File: src/rtl/mips_pkg.sv
// Shared MIPS definitions: fetch state encoding, reset vector and byte-swap helper.
package mips_pkg;

   localparam int unsigned XLEN = 32;

   localparam logic [XLEN-1:0] RESET_VECTOR_DEF = 32'hBFC00000;

   typedef enum logic [1:0] {
      FETCH  = 2'd0,
      HOLD   = 2'd1,
      HALTED = 2'd2
   } fetch_state_e;

   // Reverse byte order of a 32-bit word (bus little-endian, ISA big-endian).
   function automatic logic [XLEN-1:0] bswap32(input logic [XLEN-1:0] w);
      return {w[7:0], w[15:8], w[23:16], w[31:24]};
   endfunction

endpackage

File: src/rtl/mips_fetch_unit_if.sv
// Fetch-unit bus bundle: Avalon-MM read port, decode handoff and redirect input.
interface mips_fetch_unit_if;
   import mips_pkg::*;

   logic [XLEN-1:0] avm_address;
   logic            avm_read;
   logic [3:0]      avm_byteenable;
   logic            avm_waitrequest;
   logic [XLEN-1:0] avm_readdata;

   logic [XLEN-1:0] instr;
   logic [XLEN-1:0] instr_pc;
   logic            instr_valid;
   logic            instr_ready;

   logic            redirect_valid;
   logic [XLEN-1:0] redirect_target;

   // Fetch unit side.
   modport master (
      output avm_address, avm_read, avm_byteenable,
      input  avm_waitrequest, avm_readdata,
      output instr, instr_pc, instr_valid,
      input  instr_ready,
      input  redirect_valid, redirect_target
   );

   // Memory / decode / execute side.
   modport slave (
      input  avm_address, avm_read, avm_byteenable,
      output avm_waitrequest, avm_readdata,
      input  instr, instr_pc, instr_valid,
      output instr_ready,
      output redirect_valid, redirect_target
   );

endinterface

File: src/rtl/mips_fetch_unit.sv
// Instruction fetch stage: PC, Avalon-MM word reads, instruction register,
// delay-slot redirect handling and halt on transfer to address 0.
module mips_fetch_unit
   import mips_pkg::*;
#(
   parameter logic [XLEN-1:0] RESET_VECTOR = RESET_VECTOR_DEF,
   parameter bit              BYTE_SWAP    = 1'b1
) (
   input  logic               clk,
   input  logic               reset,
   mips_fetch_unit_if.master  bus,
   output logic               active
);

   fetch_state_e    state_q, state_d;
   logic [XLEN-1:0] pc_q;
   logic [XLEN-1:0] ir_q;
   logic [XLEN-1:0] ir_pc_q;
   logic            pend_valid_q;
   logic [XLEN-1:0] pend_target_q;
   logic            rd_q, rd_d;
   logic            iv_q, iv_d;
   logic            act_q, act_d;

   logic            complete_c;
   logic            handoff_c;
   logic [XLEN-1:0] npc_c;
   logic [XLEN-1:0] rdata_c;

   // Returned word in ISA byte order.
   assign rdata_c = BYTE_SWAP ? bswap32(bus.avm_readdata) : bus.avm_readdata;

   // Next pc: a same-cycle redirect wins over a pending one, else sequential.
   assign npc_c = bus.redirect_valid ? bus.redirect_target :
                  pend_valid_q       ? pend_target_q       :
                                       pc_q + XLEN'(4);

   // State register.
   always_ff @(posedge clk or posedge reset) begin
      if (reset) state_q <= FETCH;
      else       state_q <= state_d;
   end

   // Next-state logic and next values of the registered status outputs.
   always_comb begin
      state_d    = state_q;
      complete_c = 1'b0;
      handoff_c  = 1'b0;
      case (state_q)
         FETCH: begin
            complete_c = rd_q && !bus.avm_waitrequest;
            if (complete_c) state_d = HOLD;
         end
         HOLD: begin
            handoff_c = iv_q && bus.instr_ready;
            if (handoff_c) state_d = (npc_c == '0) ? HALTED : FETCH;
         end
         HALTED: state_d = HALTED;
         default: state_d = FETCH;
      endcase
      rd_d  = (state_d == FETCH);
      iv_d  = (state_d == HOLD);
      act_d = (state_d != HALTED);
   end

   // Registered strobes so they rise one edge after the state decision.
   always_ff @(posedge clk or posedge reset) begin
      if (reset) begin
         rd_q  <= 1'b0;
         iv_q  <= 1'b0;
         act_q <= 1'b1;
      end else begin
         rd_q  <= rd_d;
         iv_q  <= iv_d;
         act_q <= act_d;
      end
   end

   // PC advances only on a handoff that does not halt.
   always_ff @(posedge clk or posedge reset) begin
      if (reset)                           pc_q <= RESET_VECTOR;
      else if (handoff_c && npc_c != '0)   pc_q <= npc_c;
   end

   // Instruction register captures the word on the completing read cycle.
   always_ff @(posedge clk or posedge reset) begin
      if (reset) begin
         ir_q    <= '0;
         ir_pc_q <= '0;
      end else if (complete_c) begin
         ir_q    <= rdata_c;
         ir_pc_q <= pc_q;
      end
   end

   // Pending redirect: consumed at a handoff, otherwise latest redirect wins.
   always_ff @(posedge clk or posedge reset) begin
      if (reset) begin
         pend_valid_q  <= 1'b0;
         pend_target_q <= '0;
      end else if (handoff_c) begin
         pend_valid_q  <= 1'b0;
      end else if (bus.redirect_valid && state_q != HALTED) begin
         pend_valid_q  <= 1'b1;
         pend_target_q <= bus.redirect_target;
      end
   end

   assign bus.avm_address    = pc_q;
   assign bus.avm_read       = rd_q;
   assign bus.avm_byteenable = 4'b1111;
   assign bus.instr          = ir_q;
   assign bus.instr_pc       = ir_pc_q;
   assign bus.instr_valid    = iv_q;
   assign active             = act_q;

endmodule

File: src/flat_wrapper.sv
// flat-port wrapper written by rule: the top's interface ports become plain ports
module mips_fetch_unit_flat import mips_pkg::*;
#(
   parameter logic [XLEN-1:0] RESET_VECTOR = RESET_VECTOR_DEF,
   parameter bit              BYTE_SWAP    = 1'b1
)
  (clk, reset, active, bus_avm_address, bus_avm_read, bus_avm_byteenable, bus_avm_waitrequest, bus_avm_readdata, bus_instr, bus_instr_pc, bus_instr_valid, bus_instr_ready, bus_redirect_valid, bus_redirect_target);
  mips_fetch_unit_if bus_i ();
  input  logic clk;
  input  logic reset;
  output logic active;
  output wire logic [$bits(bus_i.avm_address)-1:0] bus_avm_address;
  output wire logic [$bits(bus_i.avm_read)-1:0] bus_avm_read;
  output wire logic [$bits(bus_i.avm_byteenable)-1:0] bus_avm_byteenable;
  input wire logic [$bits(bus_i.avm_waitrequest)-1:0] bus_avm_waitrequest;
  input wire logic [$bits(bus_i.avm_readdata)-1:0] bus_avm_readdata;
  output wire logic [$bits(bus_i.instr)-1:0] bus_instr;
  output wire logic [$bits(bus_i.instr_pc)-1:0] bus_instr_pc;
  output wire logic [$bits(bus_i.instr_valid)-1:0] bus_instr_valid;
  input wire logic [$bits(bus_i.instr_ready)-1:0] bus_instr_ready;
  input wire logic [$bits(bus_i.redirect_valid)-1:0] bus_redirect_valid;
  input wire logic [$bits(bus_i.redirect_target)-1:0] bus_redirect_target;
  assign bus_avm_address = bus_i.avm_address;
  assign bus_avm_read = bus_i.avm_read;
  assign bus_avm_byteenable = bus_i.avm_byteenable;
  assign bus_i.avm_waitrequest = bus_avm_waitrequest;
  assign bus_i.avm_readdata = bus_avm_readdata;
  assign bus_instr = bus_i.instr;
  assign bus_instr_pc = bus_i.instr_pc;
  assign bus_instr_valid = bus_i.instr_valid;
  assign bus_i.instr_ready = bus_instr_ready;
  assign bus_i.redirect_valid = bus_redirect_valid;
  assign bus_i.redirect_target = bus_redirect_target;
  mips_fetch_unit #(.RESET_VECTOR(RESET_VECTOR), .BYTE_SWAP(BYTE_SWAP)) u_core (.clk(clk), .reset(reset), .bus(bus_i), .active(active));
endmodule
File: config.mk
export PLATFORM = sky130hd
export DESIGN_NAME = mips_fetch_unit_flat
export DESIGN_NICKNAME = d
export VERILOG_FILES = /design/src/rtl/mips_pkg.sv /design/src/rtl/mips_fetch_unit_if.sv /design/src/rtl/mips_fetch_unit.sv /design/src/flat_wrapper.sv
export SDC_FILE = /design/constraint.sdc
export NUM_CORES = 1
export LEC_CHECK = 0
export CAP_MARGIN = 30
export CORE_ASPECT_RATIO = 1.4
export CORE_MARGIN = 1
export CORE_UTILIZATION = 64
export CTS_CLUSTER_SIZE = 25
export DETAILED_ROUTE_END_ITERATION = 8
export DONT_BUFFER_PORTS = 1
export PLACE_DENSITY_LB_ADDON = 0.3
export SLEW_MARGIN = 20
export SYNTH_ARGS = -nofsm -noshare
export SYNTH_HDL_FRONTEND = slang
export SYNTH_SLANG_ARGS = --single-unit
File: constraint.sdc
create_clock -name clk -period 5.54 [get_ports clk]
set_input_delay 1.108 -clock clk [delete_from_list [all_inputs] [get_ports clk]]
set_output_delay 1.108 -clock clk [all_outputs]
set_load 0.03 [all_outputs]
==> results by group <==
Synth
  – Synthesized cell area: 6858 µm²
  – Simple-gate area share of the yosys netlist: roughly 14%
  – Post-synthesis xor/xnor area fraction: 1.916%
  – Avg Inst Size Synth: 11.55 µm²
  – Synth top area cells: dfrtp_1 45%, mux2_2 19%, dfstp_2 3.8%, nand2_1 2.0%, o21ai_0 1.5%
  – Post-synthesis mux area share: between 20 and 25%
  – Synth Flop Type: dfrtp_1
  – Synth Area in Adders: less than 1%
  – Compound-Gate Fraction of Synth Area: a little over a tenth
  – Main combinational cell family by area after synthesis: multiplexers
  – Share of the synthesized area in the top cell type: 45.25%
  – Post-synth EDFFs: 0
  – #FFs+latches synth: 134
  – Netlist cell types: 73
  – Mapped Cells: 594
  – Top cell type by total area after synthesis: dfrtp_1
  – Asr flop ratio synth: 100.0%
  – Syn. warnings: 0
  – Register area share after synthesis: 49.08%

Route
  – DR pass1 iterations: 6
  – Final WL: approximately 18 mm
  – Post-DRT Antenna Nets: 0
  – Iter 0 DRT Violations: 322
  – # DRC: 0
  – DR vias: 5011
  – Vias per cell: 6.827
  – Routed WL per cell: 24.15 µm

Setup path
  – Critical path's largest stage delay: 0.74 ns
  – RR Startpoint: u_core.bus.avm_address[2]
  – Cells along the critical path: ha_1 > nand3_2 > or4_4 > nor3_1 > xnor2_1 > o221ai_1 > nor4_2 > buf_4 > a31o_1 > buf_4 > mux2_2
  – Critical Path Start Type: flip-flop
  – Arrival @ worst endpoint: 4.31 ns
  – Max Fanout on Critical Path: 15
  – Worst Setup SP: u_core.bus.avm_address[2]
  – Worst R2R Setup Slack: about 1.5 ns
  – Crit path to: u_core.bus.avm_address[9]
  – Top cell by count, worst path: buf_4
  – FF-to-FF path depth: 11
  – Crit. End Element: flip-flop
  – WP data required: 5.84 ns
  – CP max-delay cell: dfrtp_1
  – R2r endpoint: u_core.bus.avm_address[9]
  – Setup Crit Path Kind: reg -> reg

Placement
  – # port buffers: 0
  – GP Congestion: 0.9161
  – DP Wirelength: 12.38 mm

Cells and area
  – Antenna Cells: 0
  – Synth-to-Final Area Change: 9.560%
  – Nets@finish: 653
  – Share of layout cells above drive strength 1: 33.22%

Clocking
  – Maximum clock insertion buffer count: 2
  – CTS resizes: 0
  – CTS tree: built
  – Sink Count: 134
  – Post-CTS Hold Fix Bufs: 0
  – TritonCTS Buffers: 17
  – Root Buffer: clkbuf_16
  – Post-CTS setup buffers: 0
  – Clock transition at the registers of the reported paths: 0.06 ns
  – Clock Latency Late Sink: 0.42 ns
  – Htree depth: 4

STA
  – Final count of hold timing violations: 0
  – Final Cycle Share: ~72%
  – Fin Setup TNS: 0 ns
  – Max transition margin: 40.85%
  – Post-layout min period: 4.005 ns
  – Max Clk Rate: 0.2497 GHz
  – Endpoints failing setup: 0
  – Worst Skew: 0.007822 ns
  – Slew Viols, Final: 0
  – Worst-Margin Slew: 0.8840 ns
  – RSZ-0062 raised after global routing: false

Min path
  – Worst hold path class: reg -> reg

Floorplan
  – Die Height: 124.5 µm
  – Num ports: 172
  – Die W: 89.49 µm
  – Die area: roughly 11000 µm²
  – Initial Util: about 66%
  – Placement row count: 44
  – Core area: 10410 µm²

Global route
  – Largest net degree at the start of global routing: 95
  – Initial antenna violation count: 0
  – Most used routing layer: met2
  – Vias in the first global route: 5243
  – M1 GR Usage: 39.74%
  – GR Layer Usage met3: 8.019%
  – Met2 GRT Util: 55.81%
  – Total gr overflow: 0
  – Global-route wire length before repair: between 20 and 30 mm
  – Total track usage: 33.78%

Power
  – Leakage: 3.490 nW
  – Total power: 0.002172 W
  – Pwr Density: just under 300 nW/µm²
  – VDD IR max: 0.0002698 V

Job
  – # Max-Cap Violations: 0

Status
  – Status: finished, final reports clean
report_power, final:
group | switching, W | total, W | internal, W
clock network | 0.000456 | 0.00113 | 0.000672
registers | 0.000000000000210 | 0.000979 | 0.000979
logic | 0.0000479 | 0.0000649 | 0.0000170
total | 0.000504 | 0.00217 | 0.00167
stage by stage:
stage	cell area (µm²)	hold slack (ns)	std cells	util, %	setup slack (ns)
after detailed placement	6923	0.4946	702	66.53	1.598
final	7513	0.5101	734	72.21	1.535
after global routing	7513	0.5186	734	72.21	1.309
after CTS	7513	0.5090	734	72.21	1.565
after global placement	6923	0.4863	702	66.53	1.619
after floorplan	6869	0.4739	597	-	0.8658
sequential cells by signal (all words and copies together), names as in the netlist:
register / count
u_core.bus.avm_address: 32
u_core.bus.instr: 32
u_core.bus.instr_pc: 32
u_core.pend_target_q: 32
u_core.state_q: 2
u_core.active: 1
u_core.bus.avm_read: 1
u_core.bus.instr_valid: 1
u_core.pend_valid_q: 1
final cells by class:
cell class	count	area [µm²]
Tap cell	138	172.7
Timing Repair Buffer	10	75.07
Inverter	10	42.54
Clock buffer	17	425.4
Multi-Input combinational cell	410	3267
Fill cell	736	2892
Clock inverter	15	165.2
Sequential cell	134	3366
cells by family (layout without fill, tap and decap cells):
kind of cell | Yosys count | count (layout)
compound gates | 104 | 104
flops | 134 | 134
mux | 125 | 125
buf+inv | 53 | 52
fa+ha+maj | 1 | 1
xor+xnor | 15 | 15
other cells | 1 | 4
simple gates | 161 | 161
routing by layer:
layer	part of all wire (%)	vias up
met1	37	2503
met5	0	-
li1	-	2198
met2	51	247
met4	4.5	0
met3	7.2	63
worst min path at each step:
stage	from	end	depth (start not counted)
3_5_place_dp	u_core.pend_target_q[11]	u_core.pend_target_q[11]	1
3_3_place_gp	u_core.pend_target_q[11]	u_core.pend_target_q[11]	1
6_report	u_core.pend_target_q[15]	u_core.pend_target_q[15]	1
4_1_cts	u_core.pend_target_q[11]	u_core.pend_target_q[11]	1
5_1_grt	u_core.pend_target_q[5]	u_core.pend_target_q[5]	1
2_1_floorplan	u_core.pend_target_q[11]	u_core.pend_target_q[11]	1
worst max-delay path: cells and delay by family (launching register included):
kind / cells / cell delay [ns]
simple gates: 4 / 1.47
flops: 1 / 0.74
buf+inv: 2 / 0.46
mux: 1 / 0.37
compound gates: 2 / 0.35
fa+ha+maj: 1 / 0.33
xor+xnor: 1 / 0.15
layout by cell type, fill, tap and decap left out, types with 10 or more instances in the layout:
master / synthesis / layout
a21oi_1: 14 / 14
buf_4: 5 / 10
clkbuf_16: 0 / 17
dfrtp_1: 124 / 124
dfstp_2: 10 / 10
mux2_2: 116 / 116
nand2_1: 37 / 37
nand3_1: 17 / 17
nand4_1: 13 / 13
nor2_1: 20 / 20
nor3_1: 12 / 12
o21ai_0: 21 / 21
xnor2_1: 11 / 11
cell usage after synthesis (10+ instances only):
cell type / number
a21oi_1: 14
clkbuf_1: 27
dfrtp_1: 124
dfstp_2: 10
inv_1: 10
mux2_2: 116
nand2_1: 37
nand3_1: 17
nand4_1: 13
nor2_1: 20
nor3_1: 12
o21ai_0: 21
xnor2_1: 11
Note: power is estimated with default switching activity, not from simulation.
